--- src/rtl/usb_spi_target.sv ---
// SPI mode-0 target that oversamples the SPI pins in the 48 MHz domain.
// Received bytes leave on a valid/ready stream; reply bytes come from a valid/ready stream and go out on MISO.
module usb_spi_target #(
    parameter int          SYNC_STAGES = 2,
    parameter logic [7:0]  IDLE_BYTE   = 8'hFF
) (
    input  logic       clk_48mhz,
    input  logic       reset,
    input  logic       spi_csel,
    input  logic       spi_clk,
    input  logic       spi_mosi,
    output logic       spi_miso,
    output logic       spi_miso_oe,
    output logic [7:0] rx_data,
    output logic       rx_valid,
    input  logic       rx_ready,
    input  logic [7:0] tx_data,
    input  logic       tx_valid,
    output logic       tx_ready,
    output logic       busy,
    output logic       overrun,
    output logic       underrun,
    input  logic       clear_status
);

    typedef enum logic [1:0] {IDLE, LOAD, SHIFT} state_t;

    logic [SYNC_STAGES-1:0] csel_sync_q, sck_sync_q, mosi_sync_q;
    logic                   csel_prev_q, sck_prev_q;
    logic                   csel_s, sck_s, mosi_s;
    logic                   csel_fall, csel_rise, sck_rise, sck_fall;

    state_t      state_q, state_d;
    logic [2:0]  bit_cnt_q, bit_cnt_d;
    logic [6:0]  shift_in_q, shift_in_d;
    logic [7:0]  shift_out_q, shift_out_d;
    logic        first_q, first_d;
    logic        miso_q, miso_d;
    logic        oe_q, oe_d;
    logic [7:0]  rx_data_q, rx_data_d;
    logic        rx_valid_q, rx_valid_d;
    logic        overrun_q, overrun_d;
    logic        underrun_q, underrun_d;
    logic        overrun_set, underrun_set;
    logic [7:0]  load_byte;

    // Synchronisers reset to the idle pin levels so no spurious edge appears after reset.
    always_ff @(posedge clk_48mhz or negedge reset) begin
        if (!reset) begin
            csel_sync_q <= '1;
            sck_sync_q  <= '0;
            mosi_sync_q <= '0;
            csel_prev_q <= 1'b1;
            sck_prev_q  <= 1'b0;
        end else begin
            csel_sync_q <= {csel_sync_q[SYNC_STAGES-2:0], spi_csel};
            sck_sync_q  <= {sck_sync_q[SYNC_STAGES-2:0], spi_clk};
            mosi_sync_q <= {mosi_sync_q[SYNC_STAGES-2:0], spi_mosi};
            csel_prev_q <= csel_sync_q[SYNC_STAGES-1];
            sck_prev_q  <= sck_sync_q[SYNC_STAGES-1];
        end
    end

    assign csel_s    = csel_sync_q[SYNC_STAGES-1];
    assign sck_s     = sck_sync_q[SYNC_STAGES-1];
    assign mosi_s    = mosi_sync_q[SYNC_STAGES-1];
    assign csel_fall = csel_prev_q & ~csel_s;
    assign csel_rise = ~csel_prev_q & csel_s;
    assign sck_rise  = ~sck_prev_q & sck_s;
    assign sck_fall  = sck_prev_q & ~sck_s;

    always_ff @(posedge clk_48mhz or negedge reset) begin
        if (!reset) begin
            state_q     <= IDLE;
            bit_cnt_q   <= '0;
            shift_in_q  <= '0;
            shift_out_q <= '0;
            first_q     <= 1'b0;
            miso_q      <= 1'b1;
            oe_q        <= 1'b0;
            rx_data_q   <= '0;
            rx_valid_q  <= 1'b0;
            overrun_q   <= 1'b0;
            underrun_q  <= 1'b0;
        end else begin
            state_q     <= state_d;
            bit_cnt_q   <= bit_cnt_d;
            shift_in_q  <= shift_in_d;
            shift_out_q <= shift_out_d;
            first_q     <= first_d;
            miso_q      <= miso_d;
            oe_q        <= oe_d;
            rx_data_q   <= rx_data_d;
            rx_valid_q  <= rx_valid_d;
            overrun_q   <= overrun_d;
            underrun_q  <= underrun_d;
        end
    end

    always_comb begin
        state_d      = state_q;
        bit_cnt_d    = bit_cnt_q;
        shift_in_d   = shift_in_q;
        shift_out_d  = shift_out_q;
        first_d      = first_q;
        miso_d       = miso_q;
        oe_d         = ~csel_s;
        rx_data_d    = rx_data_q;
        rx_valid_d   = rx_valid_q && !rx_ready;
        overrun_set  = 1'b0;
        underrun_set = 1'b0;
        load_byte    = tx_valid ? tx_data : IDLE_BYTE;

        case (state_q)
            IDLE: begin
                if (csel_fall) begin
                    state_d = LOAD;
                    first_d = 1'b1;
                end
            end
            LOAD: begin
                underrun_set = !tx_valid;
                bit_cnt_d    = '0;
                state_d      = SHIFT;
                // The first byte of a frame has no leading SCK fall, so its MSB goes out right away.
                if (first_q) begin
                    miso_d      = load_byte[7];
                    shift_out_d = {load_byte[6:0], 1'b0};
                end else begin
                    shift_out_d = load_byte;
                end
            end
            SHIFT: begin
                if (sck_rise) begin
                    shift_in_d = {shift_in_q[5:0], mosi_s};
                    bit_cnt_d  = bit_cnt_q + 3'd1;
                    if (bit_cnt_q == 3'd7) begin
                        rx_data_d   = {shift_in_q, mosi_s};
                        rx_valid_d  = 1'b1;
                        overrun_set = rx_valid_q && !rx_ready;
                        first_d     = 1'b0;
                        state_d     = LOAD;
                    end
                end else if (sck_fall && !(first_q && bit_cnt_q == 3'd0)) begin
                    miso_d      = shift_out_q[7];
                    shift_out_d = {shift_out_q[6:0], 1'b0};
                end
            end
            default: state_d = IDLE;
        endcase

        if (csel_rise) begin
            state_d   = IDLE;
            bit_cnt_d = '0;
            miso_d    = 1'b1;
        end

        overrun_d  = clear_status ? 1'b0 : (overrun_q | overrun_set);
        underrun_d = clear_status ? 1'b0 : (underrun_q | underrun_set);
    end

    assign spi_miso    = miso_q;
    assign spi_miso_oe = oe_q;
    assign rx_data     = rx_data_q;
    assign rx_valid    = rx_valid_q;
    assign tx_ready    = (state_q == LOAD);
    assign busy        = (state_q != IDLE);
    assign overrun     = overrun_q;
    assign underrun    = underrun_q;

endmodule

--- config.mk ---
export PLATFORM = sky130hd
export DESIGN_NAME = usb_spi_target
export DESIGN_NICKNAME = d
export VERILOG_FILES = /design/src/rtl/usb_spi_target.sv
export SDC_FILE = /design/constraint.sdc
export NUM_CORES = 1
export LEC_CHECK = 0
export CAP_MARGIN = 40
export CORE_MARGIN = 1
export CORE_UTILIZATION = 53
export DETAILED_ROUTE_END_ITERATION = 7
export MAX_ROUTING_LAYER = met4
export PLACE_DENSITY = 0.88
export SLEW_MARGIN = 0
export SYNTH_ARGS = -nofsm -noshare
export SYNTH_HDL_FRONTEND = slang
export SYNTH_SLANG_ARGS = --single-unit
--- constraint.sdc ---
create_clock -name clk_48mhz -period 2.35 [get_ports clk_48mhz]
set_clock_uncertainty 0.1 [all_clocks]
set_input_delay 0.3525 -clock clk_48mhz [delete_from_list [all_inputs] [get_ports clk_48mhz]]
set_output_delay 0.3525 -clock clk_48mhz [all_outputs]
set_load 0.02 [all_outputs]
==> metrics.md <==
| Metric | Value |
|---|---|
| Layout cells sized above 1 | 17.39% |
| Clock Latency Late Sink | 0.30 ns |
| Boundary pin count | 31 |
| Cell Pwr Density | 906.3 mW/mm2 |
| Die W | 63.35 um |
| Slew @ Worst Pin | 0.5493 ns |
| Syn Nets | 195 |
| Die H | 63.35 um |
| Setup bufs post-CTS | 0 |
| CP Cell Sequence | inv_1 > ha_1 > clkdlybuf4s50_1 |
| Min setup slack post-route | 0.1085 ns |
| Fin nets | 230 |
| Leakage | 0.001197 uW |
| Starting Density | 57.50% |
| I/O Buffers | 30 |
| NetSw | 751.1 uW |
| Resized cells post-CTS | 0 |
| H-tree Lvls | 2 |
| DIE AREA | 0.004013 mm2 |
| Clk slew on worst S/H paths | 0.07 ns |
| Largest net degree at the start of global routing | 23 |
| YS warnings | 0 |
| Max Clk Rate | 0.4461 GHz |
| RSZ-0062 raised after global routing | no |
| First-pass DRT Iterations | 4 |
| Post-synth cell types | 31 |
| Commonest non-fill, non-tap cell in the layout | dfrtp_1 |
| Worst Path Buf+Inv | 2 |
| Via density | 5.324 |
| Critical path data arrival time | 1.79 ns |
| Final count of pins violating max slew | 0 |
| R2R cell count | 6 |
| Highest-count cells in the layout ignoring fill and taps | dfrtp_1 (38), clkdlybuf4s50_1 (29), nand2_1 (23) |
| Row Count | 21 |
| Ys flop type | dfrtp_1 |
| 1st-iter DRT viols | 63 |
| Critical path's slowest cell | clkdlybuf4s50_1 |
| Hold Path Cell Cnt | 0 |
| Post-Route WL | 3716 um |
| Required @ worst endpoint | 1.90 ns |
| GP Congestion | 0.7998 |
| Vias in the first global route | 1,404 |
| Internal | 1475 uW |
| Hold path startpoint | csel_sync_q[0]$_DFF_PN1_ |
| Slew headroom | 63.38% |
| Root buffer cell | clkbuf_8 |
| Net Sw Frac | 33.74% |
| Vias | 1,347 |
| Ant diodes | 0 |
| Share of flip-flops with an asynchronous set or reset | 100.0% |
| First-pass GRT wire length | 6417 um |
| Synthesized area per cell | 11.66 um2 |
| Hold path endpoint | csel_sync_q[1]$_DFF_PN1_ |
| CTS Hold Buffers Added | 1 |
| Global route overflow | 0 |
| CTS Buf Count | 5 |
| Post-synth EDFFs | 0 |
| Tot GR Track Use | 22.01% |
| Area delta synth->final | 23.15% |
| Fin crit period | 2.242 ns |
| Reg-to-reg startpoint | state_q[0]$_DFFE_PN0P_ |
| DRT antenna net count | 0 |
| Synth Cell Area | 0.001994 mm2 |
| Routed length per instance | 14.69 um |
| Min Hold Slack | 0.2621 ns |
| HPWL after detailed placement | 2649 um |
| Clock network power share | 21.1% |
| Sequential share of power | 42.3% |
| Critical path class | register to output port |
| Final setup viols | 0 |
| Tcrit/Tclk final | 95.38% |
| CTS Sinks | 42 |
| Initial antenna violation count | 0 |
| Max-cap violation count | 0 |
| Placement Setup Slack | 0.4242 ns |
| Flop-to-flop setup slack | 0.41 ns |
| Critical path origin | state_q[1]$_DFFE_PN0P_ |
| Longest Clk Path Bufs | 2 |
| Clock tree from TritonCTS | done |
| Final core utilization | 70.82% |
| Reg2reg end | shift_out_q[6]$_DFFE_PN0P_ |
| Fin. Hold Viols | 0 |
| Startpoint types | register |
| Status | finished clean |
| Worst hold path type | register to register |
| Sequential fraction of the synthesis area | 52.95% |
| Cells after synthesis | 171 |
| Setup crit end kind | output port |
| Critical path's largest stage delay | 0.66 ns |
| Final routed DRC violation total | 0 |
| Yosys reg bits | 42 |
| Worst Path Max Fanout | 6 |
| CORE AREA | 0.003468 mm2 |
| VDD IR max | 0.5643 mV |
| Combinational share of power | 36.7% |
| Setup TNS | 0 ns |
| Largest delay contributor family on the critical path | buffers and inverters |
worst max-delay path by stage:
stage | depth (start not counted) | to
detailed placement | 4 | shift_out_q[6]$_DFFE_PN0P_
finish | 3 | tx_ready
CTS | 3 | tx_ready
global placement | 3 | tx_ready
global route | 3 | tx_ready
floorplan | 5 | spi_miso$_DFFE_PN1P_
power by group through the flow:
stage,Clock [uW],Sequential (uW),Combinational [uW]
floorplan,0,942,597
global placement,0,942,770
detailed placement,0,952,810
CTS,477,938,819
global route,509,950,889
finish,469,941,816
synthesized netlist by cell type, types with 2 or more instances:
cell / count / area [um2]
a21oi_1: 13 / 65.06
and3_1: 3 / 18.77
buf_2: 3 / 15.01
buf_4: 2 / 15.01
dfrtp_1: 38 / 950.9
dfstp_2: 4 / 105.1
ha_1: 8 / 100.1
inv_1: 10 / 37.54
mux2_1: 3 / 33.78
mux2_4: 14 / 210.2
mux2i_1: 8 / 80.08
nand2_1: 23 / 86.33
nand2b_1: 5 / 31.28
nor2_1: 10 / 37.54
nor2b_1: 8 / 50.05
nor3_1: 2 / 10.01
o21ai_1: 3 / 15.01
sequential cells by signal, summed over array words and instances (netlist names), 2 cells and up:
name and flops:
bit_cnt_q 3, csel_sync_q 2, mosi_sync_q 2, rx_data 8, sck_sync_q 2, shift_in_q 7
shift_out_q 8, state_q 2
through the flow:
stage	cells	power (uW)	instance area [um2]
after detailed placement	244	1762	2356
final	253	2226	2456
after global placement	243	1712	2328
after global routing	253	2348	2456
after CTS	253	2234	2456
after floorplan	171	1538	1994
cells by family after synthesis:
kind of cell               Yosys count  share of synthesized area (%)
DFF                                 42                          52.95
AOI/OAI and AO/OA                   23                          6.964
adders and majority gates            8                          5.019
buffers and inverters               17                          3.764
and+or+nand+nor                     56                          15.06
muxes                               25                          16.25
cell type report:
class	instances	area [um2]
Clock buffer	5	68.82
Inverter	11	41.29
Timing Repair Buffer	34	347.8
Fill cell	258	1012
Sequential cell	42	1056
Clock inverter	3	21.27
Multi-Input combinational cell	112	863.3
Tap cell	46	57.56
routing by layer:
layer | routed length (um) | share of wire (%) | GRT usage, % | up-vias
li1 | - | - | - | 643
met1 | 1679 | 45 | 25.54 | 658
met2 | 1784 | 48 | 35.11 | 35
met3 | 166 | 4.5 | 6.159 | 11
met4 | 85 | 2.3 | 10.51 | 0
met5 | 0 | 0 | - | -
Note: power is estimated with default switching activity, not from simulation.
==> RTL edit 1 (same flow settings) <==
Re-encode `state_t` (3 states) as one-hot, 3 bits wide.
--- a/src/rtl/usb_spi_target.sv
+++ b/src/rtl/usb_spi_target.sv
@@ -23,7 +23,7 @@
     input  logic       clear_status
 );
 
-    typedef enum logic [1:0] {IDLE, LOAD, SHIFT} state_t;
+    typedef enum logic [2:0] {IDLE = 3'b001, LOAD = 3'b010, SHIFT = 3'b100} state_t;
 
     logic [SYNC_STAGES-1:0] csel_sync_q, sck_sync_q, mosi_sync_q;
     logic                   csel_prev_q, sck_prev_q;
Check against the original RTL: no difference found for any inputs over 10 cycles, from zero or initial values and one cycle with reset low; not proved beyond that.
==> RTL edit 1 against the original RTL <==
- routed wire length up 0.48%
- worst setup slack got worse by 6.9 ps
- synthesized cell count decreased by 9.9%
- sequential cell count rose by 1
- non-clock buffer count grew 1
- sequential share of layout area rose by 2.8 points
- critical endpoint unchanged
- register-to-register slack got worse by 190 ps
- via count fell by 0.22%
- cell area down 3.6%
- synthesized area is 5.0% lower
Power is not compared: it rests on default switching activity, and its combinational part moved more than twofold at a synthesized area within 25%.
==> RTL edit 1: results (changes against the original RTL) <==
metal2 WL=1.80 mm (+0.73%); Post-Syn Nets=175 (-10%); critical path peak fanout=7 (+1); Total Routing Usage GR=23.3% (+1.2 points); M1 wire length=1.61 mm (-3.9%); final wirelength=3.73 mm (+0.48%); post-synthesis mux area share=13.1% (-3.1 points); clock root cell=clkbuf_4; slack of the worst reg-to-reg path=220 ps (-190 ps); post-DP HPWL=2.62 mm (-1.1%); Clk pin slew, worst setup/hold paths=130 ps (+60 ps); largest net degree at the start of global routing=39 (+70%); Adder-Cell Fraction of Synth Area=3.30% (-1.7 points); nets@finish=209 (-9.1%); WL met3=169 µm (+1.8%); RR Endpoint=shift_out_q[5]; outcome=finished, final reports clean; Cells after DPL=226 (-7.4%); Hold WC Path Type=in2async; M2 GR Usage=36.6% (+1.5 points); first-pass GRT wire length=5.96 mm (-7.1%); ranking of synthesized cells by area=dfrtp_1, mux2_2, dfstp_2; Mapped Cells=154 (-9.9%); list of most frequent post-synthesis cells=dfrtp_1, mux2_2, nor2_1, inv_1, mux2i_1; Worst-Skew Late Latency=350 ps (+50 ps); met1 Resource Use GR=26.7% (+1.1 points); initial DRC count=72 (+14%); post-layout worst setup margin=102 ps (-6.92 ps); Distinct cells, synth=35 (+13%)
-- RTL edit 1: cell types whose count changed in the layout (fill, tap and decap cells not counted), moves of 4 or more --
cell      before  now
a21oi_1       13    7
a221oi_1       0    7
clkbuf_4       0    5
clkbuf_8       5    0
mux2_2         0   15
mux2_4        14    0
nand2_1       23    1
nor2b_1        8    3
nor4_1         0    7
o211ai_1       0    4
-- RTL edit 1: worst min path at each step --
stage	from	to	slack, ps	cells after the start
floorplan	reset	bit_cnt_q[0]	-40	0
global placement	sck_sync_q[0]	sck_sync_q[1]	230	0
detailed placement	reset	first_q	100	1
CTS	reset	shift_out_q[6]	240	2
global route	reset	shift_out_q[6]	260	2
finish	reset	shift_out_q[6]	240	2
-- RTL edit 1: timing repair --
| item | CTS | global route |
|---|---|---|
| gates cloned | 0 | 0 |
| resized for setup | 2 | 2 |
| hold buffers | 1 | 0 |
| hold endpoints to repair | 39 | 0 |
| setup endpoints to repair | 2 | 1 |
-- RTL edit 1: worst max-delay path, stage by stage, from the launching register on --
cell and delay [ps]:
dfrtp_1 460, or3b_2 550, inv_1 130, clkdlybuf4s15_1 310
-- RTL edit 1: power breakdown --
| group | internal (W) | switching, W | total, W |
|---|---|---|---|
| sequential | 0.000827 | 0.0000542 | 0.000881 |
| combinational | 0.000146 | 0.000130 | 0.000276 |
| clock | 0.000332 | 0.000237 | 0.000569 |
-- RTL edit 1: final cells by class --
type | instances | area (µm²)
Sequential cell | 43 | 1080
Multi-Input combinational cell | 95 | 747
Tap cell | 46 | 57.6
Fill cell | 227 | 1020
Clock inverter | 2 | 60.1
Inverter | 8 | 30.0
Clock buffer | 6 | 41.3
Timing Repair Buffer | 35 | 348
==> RTL edit 2 (same flow settings) <==
Made on the original files. `SYNC_STAGES`: 2 -> 4.
--- a/src/rtl/usb_spi_target.sv
+++ b/src/rtl/usb_spi_target.sv
@@ -1,7 +1,7 @@
 // SPI mode-0 target that oversamples the SPI pins in the 48 MHz domain.
 // Received bytes leave on a valid/ready stream; reply bytes come from a valid/ready stream and go out on MISO.
 module usb_spi_target #(
-    parameter int          SYNC_STAGES = 2,
+    parameter int          SYNC_STAGES = 4,
     parameter logic [7:0]  IDLE_BYTE   = 8'hFF
 ) (
     input  logic       clk_48mhz,
Function: changed (Yosys sat finds a counterexample within 4 cycles, from zero or initial values and one cycle with reset low).
==> RTL edit 2 against the original RTL <==
- total power increased by 7.8%
- combinational power decreased by 5.8%
- core utilization decreased by 2.5 points
- die area increased by 4.2%
- sequential cell count increased by 6
- count of clock-buffer cells in the layout increased by 1
- routed wire length decreased by 1.6%
- fmax increased by 3.0%
- cell area increased by 3.4%
- synthesized area increased by 4.3%
- worst setup slack improved by 66 ps
- non-clock buffer count increased by 1
==> RTL edit 2: results (changes against the original RTL) <==
outcome=finished, final reports clean; nets@finish=234 (+1.7%); critical path peak fanout=6 (unchanged); post-DP HPWL=2.68 mm (+1.3%); list of most frequent post-synthesis cells=dfrtp_1, nand2_1, inv_1, mux2_1; vias in the first global route=1421 (+1.2%); M1 wire length=1.54 mm (-8.5%); Syn Area/Cell=12.0 µm² (+2.5%); Total Routing Usage GR=21.8% (-0.24 points); met3 track demand over resource=5.11% (-1.1 points); RR Endpoint=spi_miso; Hold Path End=mosi_sync_q[1]; final wirelength=3.66 mm (-1.6%); Arr. time, crit path=1720 ps (-70 ps); postcts setup bufs=0 (unchanged); Distinct cells, synth=36 (+16%); met1 Resource Use GR=24.6% (-0.89 points); Comb. pwr=0.000769 W (-5.8%); reg2reg path depth=7 (+1); Longest Clk Path Bufs=2 (unchanged); Yosys warnings=0 (unchanged); Routed WL per cell=14.1 µm (-3.9%); Setup crit end=tx_ready; Cells after DPL=250 (+2.5%); ranking of synthesized cells by area=dfrtp_1, dfstp_2, mux2_1; clock share of power=24.1% (+3.0 points); metal2 WL=1.94 mm (+9.0%); WL met3=109 µm (-34%); initial DRC count=45 (-29%); Total Power=0.00240 W (+7.8%); routability cong.=0.774 (-3.3%); Post-Syn Nets=198 (+1.5%); placed cell areas=2420 µm² (+2.8%); layout cells sized above 1=14.2% (-3.2 points); post-layout worst setup margin=175 ps (+66.2 ps); Worst-Margin Slew=665 ps (+116 ps); worst hold margin=254 ps (-7.87 ps); Placement Setup Slack=477 ps (+52.6 ps); slack of the worst reg-to-reg path=440 ps (+30 ps); switch share=31.9% (-1.9 points); Avg Vias per Cell=5.22 (-2.0%); first-pass GRT wire length=6.51 mm (+1.4%); largest net degree at the start of global routing=31 (+35%); M2 GR Usage=37.1% (+2.0 points); hold_sp=mosi_sync_q[0]; P_leak=1.27 nW (+6.4%); Worst path max stage delay=640 ps (-20 ps); Fill cells=293 (+14%); Hold Path Depth=0 (unchanged); Seq/Total Area, Yosys=58.1% (+5.1 points); Max IR drop VDD=0.610 mV (+8.2%); Antenna diodes=0 (unchanged)
RTL edit 2: what timing repair did:
item / 4_1_cts / 5_1_grt
hold buffers: 1 / 0
setup endpoints to repair: 0 / 0
endpoints found under the hold margin: 23 / 0
RTL edit 2: cells by family (layout without fill, tap and decap cells):
| group | count (synthesis) | in the layout | synth area share, % |
|---|---|---|---|
| mux | 17 | 17 | 8.78 |
| simple gates | 43 | 43 | 9.44 |
| buf+inv | 26 | 63 | 5.89 |
| compound gates | 32 | 32 | 13.0 |
| flops | 48 | 48 | 58.1 |
| fa+ha+maj | 8 | 8 | 4.81 |
RTL edit 2: cell type report:
| type | instances | area [µm²] | share of cell area (%) |
|---|---|---|---|
| tap | 48 | 60.1 | 2.37 |
| sequential | 48 | 1210 | 47.6 |
| clock inverter | 2 | 35.0 | 1.38 |
| clock buffer | 6 | 72.6 | 2.86 |
| multi-input combinational | 100 | 749 | 29.5 |
| timing repair buffer | 35 | 335 | 13.2 |
| inverter | 20 | 77.6 | 3.06 |
